`src/rtl/wb_arbiter.sv`:
```
// Write-back arbiter: the pipeline owns the regfile write port, and long-latency results queue in a FIFO that drains into idle cycles.
// Optional pending-register scoreboard is enabled by defining WB_SCOREBOARD_EN.
module wb_arbiter #(
    parameter int DEPTH = 2,
    parameter int AW    = 5,
    parameter int DW    = 32
) (
    input  logic          clk,
    input  logic          rst,
    input  logic          pipe_we,
    input  logic [AW-1:0] pipe_waddr,
    input  logic [DW-1:0] pipe_wdata,
    input  logic          lu_valid,
    input  logic [AW-1:0] lu_waddr,
    input  logic [DW-1:0] lu_wdata,
    output logic          lu_ready,
    output logic          we,
    output logic [AW-1:0] waddr,
    output logic [DW-1:0] wdata,
    input  logic [AW-1:0] chk_addr1,
    input  logic [AW-1:0] chk_addr2,
    output logic          busy1,
    output logic          busy2
);

    localparam int PW = (DEPTH > 1) ? $clog2(DEPTH) : 1;
    localparam int CW = $clog2(DEPTH + 1);
    localparam logic [CW-1:0] DEPTH_C = CW'(DEPTH);
    localparam logic [PW-1:0] LAST_P  = PW'(DEPTH - 1);

    logic [AW-1:0]    q_addr [DEPTH];
    logic [DW-1:0]    q_data [DEPTH];
    logic [DEPTH-1:0] q_vld;
    logic [PW-1:0]    head;
    logic [PW-1:0]    tail;
    logic [CW-1:0]    count;

    logic pipe_req;
    logic accept;
    logic push;
    logic push_vld;
    logic pop;

    function automatic logic [PW-1:0] ptr_inc(input logic [PW-1:0] p);
        return (p == LAST_P) ? '0 : p + PW'(1);
    endfunction

    // lu handshake: a result transfers on any posedge where lu_valid && lu_ready;
    // lu_ready depends only on registered count, never on lu_valid.
    assign lu_ready = (count < DEPTH_C);
    assign accept   = lu_valid && lu_ready;
    assign push     = accept && (lu_waddr != '0);
    assign pipe_req = pipe_we && (pipe_waddr != '0);
    assign pop      = !pipe_req && (count != '0);
    // A same-cycle pipeline write to the same register is younger, so the incoming entry is born dead.
    assign push_vld = !(pipe_req && (pipe_waddr == lu_waddr));

    always_ff @(posedge clk or negedge rst) begin
        if (!rst) begin
            head  <= '0;
            tail  <= '0;
            count <= '0;
            q_vld <= '0;
            for (int i = 0; i < DEPTH; i++) begin
                q_addr[i] <= '0;
                q_data[i] <= '0;
            end
        end else begin
            if (pipe_req) begin
                for (int i = 0; i < DEPTH; i++) begin
                    if (q_addr[i] == pipe_waddr) q_vld[i] <= 1'b0;
                end
            end
            if (pop) begin
                q_vld[head] <= 1'b0;
                head        <= ptr_inc(head);
            end
            if (push) begin
                q_addr[tail] <= lu_waddr;
                q_data[tail] <= lu_wdata;
                q_vld[tail]  <= push_vld;
                tail         <= ptr_inc(tail);
            end
            case ({push, pop})
                2'b10:   count <= count + CW'(1);
                2'b01:   count <= count - CW'(1);
                default: count <= count;
            endcase
        end
    end

    always_ff @(posedge clk or negedge rst) begin
        if (!rst) begin
            we    <= 1'b0;
            waddr <= '0;
            wdata <= '0;
        end else if (pipe_req) begin
            we    <= 1'b1;
            waddr <= pipe_waddr;
            wdata <= pipe_wdata;
        end else if (pop) begin
            we    <= q_vld[head];
            waddr <= q_addr[head];
            wdata <= q_data[head];
        end else begin
            we    <= 1'b0;
        end
    end

`ifdef WB_SCOREBOARD_EN
    always_comb begin
        busy1 = accept && (lu_waddr == chk_addr1);
        busy2 = accept && (lu_waddr == chk_addr2);
        for (int i = 0; i < DEPTH; i++) begin
            if (q_vld[i] && (q_addr[i] == chk_addr1)) busy1 = 1'b1;
            if (q_vld[i] && (q_addr[i] == chk_addr2)) busy2 = 1'b1;
        end
        if (chk_addr1 == '0) busy1 = 1'b0;
        if (chk_addr2 == '0) busy2 = 1'b0;
    end
`else
    logic unused_chk;
    assign unused_chk = ^{chk_addr1, chk_addr2};
    assign busy1 = 1'b0;
    assign busy2 = 1'b0;
`endif

endmodule
```
`config.mk`:
```
export PLATFORM = sky130hd
export DESIGN_NAME = wb_arbiter
export DESIGN_NICKNAME = d
export VERILOG_FILES = /design/src/rtl/wb_arbiter.sv
export SDC_FILE = /design/constraint.sdc
export NUM_CORES = 1
export LEC_CHECK = 0
export BUFFER_PORTS_ARGS = -buffer_cell sky130_fd_sc_hd__buf_2
export CAP_MARGIN = 15
export CORE_MARGIN = 2
export CORE_UTILIZATION = 48
export CTS_CLUSTER_DIAMETER = 50
export CTS_CLUSTER_SIZE = 40
export DETAILED_ROUTE_END_ITERATION = 6
export PLACE_DENSITY = 0.81
export REMOVE_ABC_BUFFERS = 1
export SKIP_CTS_REPAIR_TIMING = 1
export SYNTH_ARGS = -nofsm -noshare
export SYNTH_HDL_FRONTEND = slang
export SYNTH_SLANG_ARGS = --single-unit
```
`constraint.sdc`:
```
create_clock -name clk -period 1.92 [get_ports clk]
set_input_delay 0.384 -clock clk [delete_from_list [all_inputs] [get_ports clk]]
set_output_delay 0.384 -clock clk [all_outputs]
set_load 0.05 [all_outputs]
```
== Word-level counts from Yosys, hierarchy flattened ==
Cells that the tools add are included.
Word-level totals
  output and inout bits: 41
  bits in registers: 118
  logic and storage cells: 80
  input bits: 88
Operators by class
  bitwise gates (word level): 4
  eq/ne operators: 5
  add/subtract/negate cells: 4
  muxes and demuxes: 33
  reduce and logical (&&, ||, !) cells: 15
  magnitude comparators: 8
Operator list (count)
  $mux W32: 6
  $bwmux W64: 1
  $demux W32 S1: 1
  $mux W5: 6
  $eq A5 B5 Y1: 3
  $bwmux W10: 1
  $mux W1: 10
  $reduce_bool A5 Y1: 2
  $logic_and A1 B1 Y1: 8
  $mux W2: 3
  $reduce_bool A2 Y1: 3
  $demux W5 S1: 1
  $ge A2 B2 Y1 const B: 2
  $lt A1 B2 Y1 const B: 2
  $not A1 Y2: 2
  $pmux W2 S2: 1
  $add A1 B1 Y1 const B: 2
  $add A2 B1 Y2 const B: 1
  $and A2 B2 Y2: 1
  $bwmux W2: 1
  $demux W1 S1: 2
  $eq A2 B1 Y1 const B: 1
  $eq A2 B2 Y1 const B: 1
  $ge A1 B1 Y1 const B: 2
  other kinds (5): 6

== Longest topological paths before layout ==
  word-level depth: 9
  depth in mapped cells: 9
  gate-level depth less buffers: 7

== Worst setup path before layout ==
Ideal clock, no wire load.
  path type: in2reg
  from: input port pipe_waddr[1]
  to: register count[1]
  library setup time: 0.139 ns
  cell stages on the path: 8
  required time: 1.781 ns
  path slack: -0.127 ns
  buffers on the path: 2
  arrival: 1.908 ns
  cell sequence: or4_4 o21a_1 buf_6 buf_6 nor2_2 ha_1 nor2_1 xnor2_1
On the way
  word-level cells in the longest chain between the ends: 6
  elaborated cells on any way between the ends: 8
  those cells by class: 2 x eq/ne; 1 x mux; 5 x reduce/logical
Ends and longest elaborated chain
  start: declaration: RTL line 11  | input logic [AW-1:0] pipe_waddr,
  $reduce_bool A5 Y1 *: RTL line 53  | assign pipe_req = pipe_we && (pipe_waddr != '0);
  $logic_and A1 B1 Y1 *: RTL line 53
  $logic_not A1 Y1 *: RTL line 54  | assign pop = !pipe_req && (count != '0);
  $logic_and A1 B1 Y1 *: RTL line 54
  named net pop: RTL line 42  | logic pop;
  $eq A2 B1 Y1 / $eq A2 B2 Y1 (equally long branches): RTL line 84  | case ({push, pop})
  $pmux W2 S2 / $reduce_bool A2 Y1 (equally long branches)
  end signal: assignment: RTL line 85  | 2'b10: count <= count + CW'(1);
  end signal: assignment: RTL line 86  | 2'b01: count <= count - CW'(1);
  end signal: assignment: RTL line 87  | default: count <= count;
  end: declaration: RTL line 36  | logic [CW-1:0] count;
Mark *: on every way through the listed nets, which the timed path passes. The rest lies on a longest branch.
A chain may end at the register's enable or synchronous reset.

== Final worst setup path ==
  from: register count[1]
  to: output port lu_ready
On the way
  word-level cells in the longest chain between the ends: 1
Ends and longest elaborated chain
  $lt A2 B2 Y1: RTL line 50  | assign lu_ready = (count < DEPTH_C);
  end: declaration: RTL line 16  | output logic lu_ready,
No other way between the ends.

==> out/metrics.yaml <==
yosys:
  yosysMostFrequentCell: "dfrtp_1"
  synth_area_leader_cell: "dfrtp_1"
  ys_async_sr_fraction_pct: 100
  ys_top_cells_by_count: "dfrtp_1 (118), mux2_2 (72), nand2_1 (45), a21oi_1 (37), a221o_1 (33)"
  ys.flop_type: "dfrtp_1"
  synth-seq-area-share_pct: 55.3
  synthCells: 433
  synth_edf_count: 0
  syn_area_per_cell_um2: 12.3
  syn_area_um2: 5340
  synth_top_area_share_pct: 55.3
  synth_cell_types: 36
  synth.area.top_cells: "dfrtp_1 (55%), mux2_2 (15%), a221o_1 (6.2%)"
  ys_ff_latch: 118
  ys_warn_count: 0
sta:
  fin_crit_sh_pct: 91.1
  setup_viol: 0
  hold_viol: 0
  timing.fmax_ghz: 0.572
  final.min_clock_period_ns: 1.75
  slew_violations: 0
  fin_skew_ns: 0.00835
  rsz0062_at_grt: "false"
clocking:
  clock-sinks: 118
  htreeDepth: 4
  clock_latency_ns: 0.52
  cts_made_buffers: 17
  cts-root-buf: "clkbuf_8"
  cts_tree: "done"
  cts.path.max_buffers: 2
  path_clk_slew_ns: 0.05
detailed_routing:
  dr.pass1.iters: 4
  routed_wl_um: 13000
  dr.first_iter.drc_count: 170
  via_count: 4066
  viasPerCell: 5.61
  drc_errors: 0
  antenna_left: 0
  wire_per_inst_um: 17.9
critical_path:
  start_kind: "flop"
  critPathRequiredTime_ns: 1.54
  critical_path.max_stage_delay_ns: 0.44
  worst-path-max-fanout: 5
  crit_family: "flip-flops"
  cp.arrival_ns: 1.36
  path_class: "flop to output pin"
  crit_path_cell_trace: "inv_1 -> buf_2"
  r2r_slack_ns: 0.25
  crit_slowest_cell: "dfrtp_1"
  endpoint_kind: "output pin"
  worst-path-buf-inv: 2
cells_and_area:
  stdcell_area_um2: 6870
  n_antenna_cell: 0
  drive_gt1_share_pct: 45.3
  fillers: 864
  nets: 661
  area_growth_pct: 28.6
global_route:
  grt_pass1_vias: 4223
  antenna_found_initial: 0
  grt_pass1_wl_um: 20900
  overflow: 0
  grt_max_degree: 52
  grt_usage_pct: 23.2
placement:
  routabilityCongestion: 0.894
  dp_hpwl_um: 8800
  place_area_um2: 6310
  io_buffer_count: 116
power_and_ir_drop:
  p_per_area_nw_per_um2: 1840
  ir_drop_uv: 980
  power_mw: 12.6
  leakagePower_nw: 3.14
floorplan:
  die_w_um: 110
  start_util_pct: 49.3
  dieArea_um2: 12000
  ios: 129
  design.core.area_um2: 10800
  die_h_um: 110
  rows: 38
worst_hold_path:
  min_path_type: "primary input to flop"
status:
  status: "completed"
run:
  cap_viol_max_count: 0
==> placed cells by master, fill, tap and decap left out, types with 2 or more instances in the layout <==
master	netlist	final
a21oi_1	37	37
a221o_1	33	33
buf_12	0	9
buf_2	7	115
buf_4	5	28
clkbuf_1	14	2
clkbuf_16	0	16
clkbuf_8	0	3
clkinv_2	0	3
clkinv_4	0	4
clkinvlp_4	0	3
conb_1	1	2
dfrtp_1	118	118
inv_1	2	2
mux2_2	72	72
mux2i_1	5	5
nand2_1	45	45
nand3_1	13	13
nand3b_1	23	23
nor2_1	6	5
nor4_1	2	2
o21ai_0	6	6
or4_4	2	2
xnor2_1	12	12
xor2_1	7	7
==> final timing paths <==
kind	startpoint	to	depth (start not counted)
setup / recovery	count[1]	lu_ready	2
hold / removal	pipe_wdata[20]	wdata[20]	3
setup reg to reg	count[1]	waddr[4]	4
hold reg to reg	q_data[1]	wdata[1]	1
max in group asynchronous	rst	wdata[31]	3
min in group asynchronous	rst	waddr[2]	2
==> power by group <==
group / switching, mW / internal [mW] / leakage, nW
registers: 0.722 / 3.71 / 1.41
logic: 3.13 / 2.19 / 1.46
clock network: 1.12 / 1.78 / 0.264
total: 4.97 / 7.68 / 3.14
==> per-layer routing <==
layer / track usage [%] / vias up / share of wire [%]
li1: - / 1861 / -
met1: 28.6 / 2038 / 40
met2: 38.3 / 146 / 51
met3: 7.29 / 21 / 6.7
met4: 8.59 / 0 / 1.5
met5: 0 / - / 0
==> state kept, by name, indices dropped and copies added, names as in the netlist <==
signal and flops:
q_data 64, wdata 32, q_addr 10, waddr 5, count 2, q_vld 2, head 1, tail 1
we 1
==> tightest hold or removal path, delay by kind of cell <==
family | cells | cell delay [ns]
buffers and inverters | 1 | 0.07
AO/OA/AOI/OAI | 1 | 0.06
AND/OR/NAND/NOR | 1 | 0.03
==> cell families (layout without fill, tap and decap cells) <==
logic type | Yosys count | after routing | synth area share (%)
flip-flops | 118 | 118 | 55.3
XOR/XNOR | 19 | 19 | 3.11
buffers and inverters | 36 | 187 | 4.03
multiplexers | 77 | 77 | 16.1
other | 1 | 2 | 0.0702
AO/OA/AOI/OAI | 84 | 84 | 11.6
adder cells (fa/ha/maj) | 1 | 1 | 0.234
AND/OR/NAND/NOR | 97 | 97 | 9.60
==> through the flow <==
| step | worst slack [ns] | setup TNS [ns] | hold WS (ns) | std cells | util, % |
|---|---|---|---|---|---|
| global route | 0.104 | 0 | 0.0708 | 725 | 63.4 |
| floorplan | -1.36 | -96.30 | 0.0884 | 400 | - |
| CTS | 0.136 | 0 | -0.221 | 724 | 63.3 |
| global placement | -0.0997 | -7.56 | 0.332 | 692 | 58.2 |
| detailed placement | -0.134 | -9.15 | 0.340 | 692 | 58.2 |
| finish | 0.171 | 0 | 0.0864 | 725 | 63.4 |
==> layout make-up <==
cell class,count,area [µm²],area share (%)
flip-flops and latches,118,2950,43.0
inverters,2,7.51,0.109
clock buffers,21,449,6.54
well taps,140,175,2.55
repair buffers,153,976,14.2
clock inverters,11,103,1.49
multi-input cells,280,2210,32.1
Power figures use the tool's default switching activity.
